===== config.mk =====
export PLATFORM = sky130hd
export DESIGN_NAME = issue_ctrl_flat
export DESIGN_NICKNAME = d
export VERILOG_FILES = /design/src/rtl/issue_ctrl_pkg.sv /design/src/rtl/issue_ctrl_if.sv /design/src/rtl/issue_ctrl_sb_regs.sv /design/src/rtl/issue_ctrl.sv /design/src/flat_wrapper.sv
export SDC_FILE = /design/constraint.sdc
export NUM_CORES = 1
export LEC_CHECK = 0
export ABC_CLOCK_PERIOD_IN_PS = 5050
export CORE_ASPECT_RATIO = 1.1
export CORE_MARGIN = 2
export CORE_UTILIZATION = 35
export CTS_CLUSTER_SIZE = 8
export DETAILED_ROUTE_END_ITERATION = 6
export PLACE_DENSITY = 0.55
export SKIP_CTS_REPAIR_TIMING = 1
export SLEW_MARGIN = 20
export SYNTH_ARGS = -nofsm -noshare
export SYNTH_HDL_FRONTEND = slang
export SYNTH_HIERARCHICAL = 1
export SYNTH_SLANG_ARGS = --single-unit

===== constraint.sdc =====
create_clock -name clk -period 5.05 [get_ports clk]
set_clock_uncertainty 0.15 [all_clocks]
set_input_delay 0.505 -clock clk [delete_from_list [all_inputs] [get_ports clk]]
set_output_delay 0.505 -clock clk [all_outputs]
set_load 0.01 [all_outputs]

===== src/rtl/issue_ctrl_pkg.sv =====
// Shared types and constants for the issue controller: FSM states, stall vectors, register index width.
package issue_ctrl_pkg;

  localparam int REG_AW = 5;

  typedef enum logic [1:0] {
    ST_RUN = 2'd0,
    ST_HAZ = 2'd1,
    ST_EXS = 2'd2,
    ST_FLS = 2'd3
  } issue_state_e;

  // Hold vector bit order: {wb, mem, ex, id, if, pc}
  localparam logic [5:0] STALL_NONE = 6'b000000;
  localparam logic [5:0] STALL_HAZ  = 6'b000111;
  localparam logic [5:0] STALL_EXS  = 6'b001111;

endpackage


===== src/rtl/issue_ctrl_if.sv =====
// Decode/writeback/execute signals into the issue controller and its stall/issue/status outputs.
interface issue_ctrl_if #(parameter int NREG = 32);
  import issue_ctrl_pkg::*;

  // Not a valid/ready channel: id_valid_i qualifies the decode fields each cycle, and the
  // instruction advances only in a cycle where issue_o is high; otherwise decode holds it.
  logic              id_valid_i;
  logic              reg1_read_i;
  logic              reg2_read_i;
  logic [REG_AW-1:0] reg1_addr_i;
  logic [REG_AW-1:0] reg2_addr_i;
  logic              wreg_i;
  logic [REG_AW-1:0] wd_i;
  logic              long_lat_i;
  logic              wb_we_i;
  logic [REG_AW-1:0] wb_addr_i;
  logic              ex_stallreq_i;
  logic              flush_i;

  logic [5:0]        stall_o;
  logic              issue_o;
  logic [NREG-1:0]   busy_o;
  logic [15:0]       stall_cnt_o;
  logic              deadlock_o;
  issue_state_e      state_o;

  modport master (
    output id_valid_i, reg1_read_i, reg2_read_i, reg1_addr_i, reg2_addr_i,
           wreg_i, wd_i, long_lat_i, wb_we_i, wb_addr_i, ex_stallreq_i, flush_i,
    input  stall_o, issue_o, busy_o, stall_cnt_o, deadlock_o, state_o
  );

  modport slave (
    input  id_valid_i, reg1_read_i, reg2_read_i, reg1_addr_i, reg2_addr_i,
           wreg_i, wd_i, long_lat_i, wb_we_i, wb_addr_i, ex_stallreq_i, flush_i,
    output stall_o, issue_o, busy_o, stall_cnt_o, deadlock_o, state_o
  );

endinterface


===== src/rtl/issue_ctrl_sb_regs.sv =====
// Pending-write scoreboard: one bit per register, set on long-latency issue, cleared on writeback.
module issue_ctrl_sb_regs
  import issue_ctrl_pkg::*;
#(
  parameter int NREG = 32
) (
  input  logic              clk,
  input  logic              rst,
  input  logic              i_set_en,
  input  logic [REG_AW-1:0] i_set_addr,
  input  logic              i_clr_en,
  input  logic [REG_AW-1:0] i_clr_addr,
  output logic [NREG-1:0]   o_busy,
  output logic [NREG-1:0]   o_eb
);

  logic [NREG-1:0] r_busy;
  logic [NREG-1:0] w_set_vec;
  logic [NREG-1:0] w_clr_vec;

  // Bit 0 is excluded from both vectors so register 0 can never appear busy.
  always_comb begin
    w_set_vec = '0;
    w_clr_vec = '0;
    for (int i = 1; i < NREG; i++) begin
      w_set_vec[i] = i_set_en && (i_set_addr == REG_AW'(i));
      w_clr_vec[i] = i_clr_en && (i_clr_addr == REG_AW'(i));
    end
  end

  always_ff @(posedge clk) begin
    if (rst) begin
      r_busy <= '0;
    end else begin
      r_busy <= (r_busy & ~w_clr_vec) | w_set_vec;
    end
  end

  assign o_busy = r_busy;
  // A writeback landing this cycle already resolves the hazard for readers.
  assign o_eb   = r_busy & ~w_clr_vec;

endmodule


===== src/rtl/issue_ctrl.sv =====
// Decode-stage issue controller: hazard detection against a load scoreboard, stall priority,
// stall statistics and a sticky deadlock flag.
module issue_ctrl
  import issue_ctrl_pkg::*;
#(
  parameter int NREG    = 32,
  parameter int TIMEOUT = 255
) (
  input  logic        clk,
  input  logic        rst,
  issue_ctrl_if.slave bus
);

  logic [NREG-1:0] w_busy;
  logic [NREG-1:0] w_eb;
  logic            w_r1_busy;
  logic            w_r2_busy;
  logic            w_wd_busy;
  logic            w_hazard;
  logic            w_set_en;
  logic            w_stalled;
  logic [5:0]      w_stall;
  logic            w_issue;
  issue_state_e    w_state_nxt;
  issue_state_e    r_state;
  logic [15:0]     r_stall_cnt;
  logic [7:0]      r_cons;
  logic            r_deadlock;

  issue_ctrl_sb_regs #(.NREG(NREG)) u_sb_regs (
    .clk        (clk),
    .rst        (rst),
    .i_set_en   (w_set_en),
    .i_set_addr (bus.wd_i),
    .i_clr_en   (bus.wb_we_i),
    .i_clr_addr (bus.wb_addr_i),
    .o_busy     (w_busy),
    .o_eb       (w_eb)
  );

  always_comb begin
    w_r1_busy = 1'b0;
    w_r2_busy = 1'b0;
    w_wd_busy = 1'b0;
    for (int i = 0; i < NREG; i++) begin
      if (bus.reg1_addr_i == REG_AW'(i)) w_r1_busy = w_eb[i];
      if (bus.reg2_addr_i == REG_AW'(i)) w_r2_busy = w_eb[i];
      if (bus.wd_i        == REG_AW'(i)) w_wd_busy = w_eb[i];
    end
  end

  assign w_hazard = bus.id_valid_i && ((bus.reg1_read_i && w_r1_busy) ||
                                       (bus.reg2_read_i && w_r2_busy) ||
                                       (bus.wreg_i      && w_wd_busy));

  // Outputs depend only on inputs and scoreboard; r_state is bookkeeping, not a stall source.
  always_comb begin
    w_stall     = STALL_NONE;
    w_issue     = 1'b0;
    w_stalled   = 1'b0;
    w_state_nxt = ST_RUN;
    if (bus.flush_i) begin
      w_state_nxt = ST_FLS;
    end else if (bus.ex_stallreq_i) begin
      w_stall     = STALL_EXS;
      w_stalled   = 1'b1;
      w_state_nxt = ST_EXS;
    end else if (w_hazard) begin
      w_stall     = STALL_HAZ;
      w_stalled   = 1'b1;
      w_state_nxt = ST_HAZ;
    end else begin
      w_issue     = bus.id_valid_i;
    end
  end

  assign w_set_en = w_issue && bus.wreg_i && bus.long_lat_i && (bus.wd_i != '0);

  always_ff @(posedge clk) begin
    if (rst) begin
      r_state <= ST_RUN;
    end else begin
      r_state <= w_state_nxt;
    end
  end

  always_ff @(posedge clk) begin
    if (rst) begin
      r_stall_cnt <= '0;
      r_cons      <= '0;
      r_deadlock  <= 1'b0;
    end else begin
      if (w_stalled && (r_stall_cnt != 16'hFFFF)) begin
        r_stall_cnt <= r_stall_cnt + 16'd1;
      end
      if (w_stalled) begin
        if (r_cons != 8'hFF) r_cons <= r_cons + 8'd1;
        if ((int'(r_cons) + 1) >= TIMEOUT) r_deadlock <= 1'b1;
      end else begin
        r_cons <= '0;
      end
    end
  end

  assign bus.stall_o     = w_stall;
  assign bus.issue_o     = w_issue;
  assign bus.busy_o      = w_busy;
  assign bus.stall_cnt_o = r_stall_cnt;
  assign bus.deadlock_o  = r_deadlock;
  assign bus.state_o     = r_state;

endmodule

===== src/flat_wrapper.sv =====
// flat-port wrapper written by rule: the top's interface ports become plain ports
module issue_ctrl_flat import issue_ctrl_pkg::*;
#(
  parameter int NREG    = 32,
  parameter int TIMEOUT = 255
)
  (clk, rst, bus_id_valid_i, bus_reg1_read_i, bus_reg2_read_i, bus_reg1_addr_i, bus_reg2_addr_i, bus_wreg_i, bus_wd_i, bus_long_lat_i, bus_wb_we_i, bus_wb_addr_i, bus_ex_stallreq_i, bus_flush_i, bus_stall_o, bus_issue_o, bus_busy_o, bus_stall_cnt_o, bus_deadlock_o, bus_state_o);
  issue_ctrl_if #(.NREG(NREG)) bus_i ();
  input  logic clk;
  input  logic rst;
  input wire logic [$bits(bus_i.id_valid_i)-1:0] bus_id_valid_i;
  input wire logic [$bits(bus_i.reg1_read_i)-1:0] bus_reg1_read_i;
  input wire logic [$bits(bus_i.reg2_read_i)-1:0] bus_reg2_read_i;
  input wire logic [$bits(bus_i.reg1_addr_i)-1:0] bus_reg1_addr_i;
  input wire logic [$bits(bus_i.reg2_addr_i)-1:0] bus_reg2_addr_i;
  input wire logic [$bits(bus_i.wreg_i)-1:0] bus_wreg_i;
  input wire logic [$bits(bus_i.wd_i)-1:0] bus_wd_i;
  input wire logic [$bits(bus_i.long_lat_i)-1:0] bus_long_lat_i;
  input wire logic [$bits(bus_i.wb_we_i)-1:0] bus_wb_we_i;
  input wire logic [$bits(bus_i.wb_addr_i)-1:0] bus_wb_addr_i;
  input wire logic [$bits(bus_i.ex_stallreq_i)-1:0] bus_ex_stallreq_i;
  input wire logic [$bits(bus_i.flush_i)-1:0] bus_flush_i;
  output wire logic [$bits(bus_i.stall_o)-1:0] bus_stall_o;
  output wire logic [$bits(bus_i.issue_o)-1:0] bus_issue_o;
  output wire logic [$bits(bus_i.busy_o)-1:0] bus_busy_o;
  output wire logic [$bits(bus_i.stall_cnt_o)-1:0] bus_stall_cnt_o;
  output wire logic [$bits(bus_i.deadlock_o)-1:0] bus_deadlock_o;
  output wire logic [$bits(bus_i.state_o)-1:0] bus_state_o;
  assign bus_i.id_valid_i = bus_id_valid_i;
  assign bus_i.reg1_read_i = bus_reg1_read_i;
  assign bus_i.reg2_read_i = bus_reg2_read_i;
  assign bus_i.reg1_addr_i = bus_reg1_addr_i;
  assign bus_i.reg2_addr_i = bus_reg2_addr_i;
  assign bus_i.wreg_i = bus_wreg_i;
  assign bus_i.wd_i = bus_wd_i;
  assign bus_i.long_lat_i = bus_long_lat_i;
  assign bus_i.wb_we_i = bus_wb_we_i;
  assign bus_i.wb_addr_i = bus_wb_addr_i;
  assign bus_i.ex_stallreq_i = bus_ex_stallreq_i;
  assign bus_i.flush_i = bus_flush_i;
  assign bus_stall_o = bus_i.stall_o;
  assign bus_issue_o = bus_i.issue_o;
  assign bus_busy_o = bus_i.busy_o;
  assign bus_stall_cnt_o = bus_i.stall_cnt_o;
  assign bus_deadlock_o = bus_i.deadlock_o;
  assign bus_state_o = bus_i.state_o;
  issue_ctrl #(.NREG(NREG), .TIMEOUT(TIMEOUT)) u_core (.clk(clk), .rst(rst), .bus(bus_i));
endmodule

==> reports/qor.log <==
INFO  status         run_status=finished, final reports clean
INFO  drt            detailroute.via_count=4836
INFO  hold_path      min-delay-path-class=flip-flop to flip-flop
INFO  clock_tree     clock_sink_count=58
INFO  drt            post_drt_wl_per_cell=19.2µm
INFO  placed_design  detailed_place_hpwl=12.0mm
INFO  floorplan      fp.dieW=109µm
INFO  clock_tree     tritoncts=done
INFO  synth          synth_ff_type=dfxtp_1
INFO  grt            antenna_found_initial=0
INFO  floorplan      start_util=35.8%
INFO  synth          synthesis.area=0.00428mm²
INFO  drt            dr_wl_met2=7.49mm
INFO  power_and_ir_drop power.ir.vdd_worst=0.116mV
INFO  drt            avgViaCountPerCell=5.96
INFO  drt            drt_pre_antenna_iters=5
INFO  drt            drt_iter0_markers=362
INFO  worst_setup_path rr_worst_depth=13
INFO  worst_setup_path timing.rr.start=u_core/u_sb_regs/o_busy[6]
INFO  timing         relSlewSlack=60.5%
INFO  worst_setup_path sort_of_element_at_the_start_of_the_critical_path=primary input
INFO  drt            met3_length=1.02mm
INFO  power_and_ir_drop pwr_cell_area=228mW/mm²
INFO  synth          yosys-top-cells-area=dfxtp_1 27%, o22ai_1 5.3%, o21ai_0 4.8%
INFO  drt            wirelength_met1=6.45mm
INFO  grt            grt_pass1_wl=24.4mm
INFO  drt            drt-total-wl=15.6mm
INFO  timing         timing.final.crit_share=95.5%
INFO  timing         setup_violations=0
INFO  power_and_ir_drop leakagePower=2.14nW
INFO  clock_tree     cts-buffers-inserted=9
INFO  worst_setup_path r2r_slack=1.51ns
INFO  synth          synthDominantCellAreaShare=27.1%
INFO  synth          average_cell_area_after_synthesis=7.50µm²
INFO  synth          synth_sequential_area_ratio=27.1%
INFO  floorplan      height_of_the_die=120µm
INFO  layout         layout_common_cells=84 x clkdlybuf4s50_1, 58 x dfxtp_1, 42 x inv_1, 40 x nor2_1, 40 x nand2_1
INFO  layout         finish.net_count=685
INFO  clock_tree     cts_max_path_buffers=2
INFO  grt            grtUsageTotal=24.0%
INFO  grt            gr-total-overflow=0
INFO  drt            drc=0
INFO  timing         final-hold-violation-count=0
INFO  drt            ant_nets=0
INFO  clock_tree     worst_setup_hold_path_clk_slew=0.05ns
INFO  timing         timing.setup.tns=0ns
INFO  timing         setup_repair_after_global_routing_missed_its_margin=no
INFO  worst_setup_path worst_reg2reg_endpoint=u_core/u_sb_regs/o_busy[5]
INFO  synth          async_reset_ff_share=0%
INFO  floorplan      core_area=0.0120mm²
INFO  timing         layout_min_cycle_time=4.82ns
INFO  floorplan      top_level_ports=88
INFO  synth          synth_cells=571
INFO  grt            largest_net_degree_at_the_start_of_global_routing=57
INFO  run            cap_viol_max_count=0
INFO  timing         maximum_clock_frequency=207MHz
INFO  synth          leading_area_contributor_after_synthesis=dfxtp_1
INFO  synth          yosysWarningCount=6
INFO  worst_setup_path worst_ep_required_time=4.39ns
INFO  layout         final_common_cell=clkdlybuf4s50_1
INFO  clock_tree     cts.htree.levels=3
INFO  floorplan      std_cell_rows=42
INFO  layout         fillCellCount=1199
INFO  layout         n_antenna_cell=0
INFO  worst_setup_path endpoint_kind=primary output
INFO  worst_setup_path cp-startpoint=bus_wb_we_i
INFO  drt            highest-signal-layer=met4
INFO  layout         area_delta_synth_final=30.6%
INFO  clock_tree     clkLatencyLatePin=0.33ns
INFO  worst_setup_path crit_end=bus_stall_o[1]
INFO  timing         number_of_max_slew_violations_in_the_final_report=0
INFO  timing         fin_worst_hold_slack=0.313ns
INFO  worst_setup_path critPathMaxFanout=8
INFO  layout         drive_gt1_share=8.98%
INFO  synth          synth_cell_type_count=74
INFO  placed_design  gp_congestion=1.02
INFO  timing         worst_slew_pin_slew=0.587ns
INFO  synth          synth-edff-count=0
INFO  placed_design  port-buffer-count=84
INFO  worst_setup_path worst-setup-path-type=primary input to primary output
INFO  synth          postSynthRegisterBits=58
INFO  worst_setup_path crit_arrival=4.17ns
INFO  grt            grt_pass1_vias=4536
INFO  clock_tree     cts_root_buf=clkbuf_16
INFO  floorplan      fp.dieArea=0.0131mm²
## Yosys cell counts (3+ instances only)
library cell	number
nand4bb_1	3
or3b_1	3
o31ai_1	9
nor4_1	3
o21ai_2	4
dfxtp_1	58
mux2_2	5
nand4b_1	8
nor3b_1	4
ha_1	3
nand3b_1	8
or4_1	11
nor2_1	40
or3_1	5
nor2b_1	10
a31oi_1	7
mux2i_1	8
a21o_1	3
clkbuf_1	12
o21a_1	4
o211ai_1	14
xor2_1	5
a21oi_1	29
o221ai_1	4
a211oi_1	6
o2111ai_1	4
and3_1	4
buf_2	14
o21ai_0	41
nor3_1	15
o21ai_1	3
xnor2_1	4
buf_4	8
inv_1	42
nand2b_1	17
nand2_1	40
nand3_1	20
nand4_1	8
o22ai_1	36
## sequential cells by signal, indices dropped and copies added, names as in the netlist
register,count
u_core/bus.deadlock_o,1
u_core/bus.stall_cnt_o,16
u_core/bus.state_o,2
u_core/r_cons,8
u_core/u_sb_regs/o_busy,31
## power breakdown
| part | switching [mW] | internal (mW) | leakage, nW |
|---|---|---|---|
| clock network | 0.210 | 0.395 | 0.143 |
| logic | 0.118 | 0.0847 | 1.53 |
| registers | 0.00353 | 0.462 | 0.468 |
| total | 0.332 | 0.941 | 2.14 |
## kinds of logic after synthesis
logic type                 synth area share (%)
other                                     0.175
AOI/OAI and AO/OA                          29.1
muxes                                      4.23
buffers and inverters                      8.82
and+or+nand+nor                            27.9
adders and majority gates                 0.876
DFF                                        27.1
xor gates and xnor gates                   1.84
## area by class of cell
cell class                      instances  area (µm²)  share of cell area, %
Tap cell                              154         193                   3.44
Clock inverter                          4        51.3                  0.917
Multi-Input combinational cell        434        2770                   49.5
Inverter                               42         158                   2.82
Timing Repair Buffer                  107        1010                   18.1
Clock buffer                           12         246                   4.41
Sequential cell                        58        1160                   20.8
## layer usage
layer  global-route usage [%]  vias up
met2                     39.5      244
met3                     4.40       44
met5                        0        -
met4                     11.3        0
met1                     29.9     2257
li1                         -     2291
## through the flow
| step | utilization, % | worst slack, ns | power (mW) | std cells | area, µm² |
|---|---|---|---|---|---|
| after floorplan | - | 1.37 | 0.594 | 573 | 4290 |
| after CTS | 46.5 | 0.192 | 1.28 | 810 | 5570 |
| after global routing | 46.7 | 0.0431 | 1.33 | 811 | 5590 |
| final | 46.7 | 0.227 | 1.27 | 811 | 5590 |
| after detailed placement | 44.0 | 0.193 | 0.671 | 794 | 5270 |
| after global placement | 44.0 | 0.275 | 0.671 | 794 | 5270 |
## critical path, stage by stage
cell	delay (ns)
clkdlybuf4s50_1	0.61
or4b_4	0.54
o21ai_2	0.16
inv_1	0.09
mux2_2	0.27
o221ai_1	0.16
o21ai_0	0.11
a211oi_1	0.23
o21ai_0	0.13
a311oi_2	0.37
a21boi_2	0.15
o21bai_1	0.23
inv_1	0.12
clkdlybuf4s50_1	0.49
## worst min-delay path by stage
stage | start | to | slack, ns | depth (start not counted)
after floorplan | u_core/r_cons[7] | u_core/r_cons[7] | 0.34 | 2
after global placement | u_core/bus.deadlock_o | u_core/bus.deadlock_o | 0.31 | 1
after detailed placement | u_core/bus.deadlock_o | u_core/bus.deadlock_o | 0.31 | 1
after CTS | u_core/bus.deadlock_o | u_core/bus.deadlock_o | 0.32 | 1
after global routing | u_core/bus.deadlock_o | u_core/bus.deadlock_o | 0.35 | 1
final | u_core/bus.deadlock_o | u_core/bus.deadlock_o | 0.31 | 1
Power figures use the tool's default switching activity.
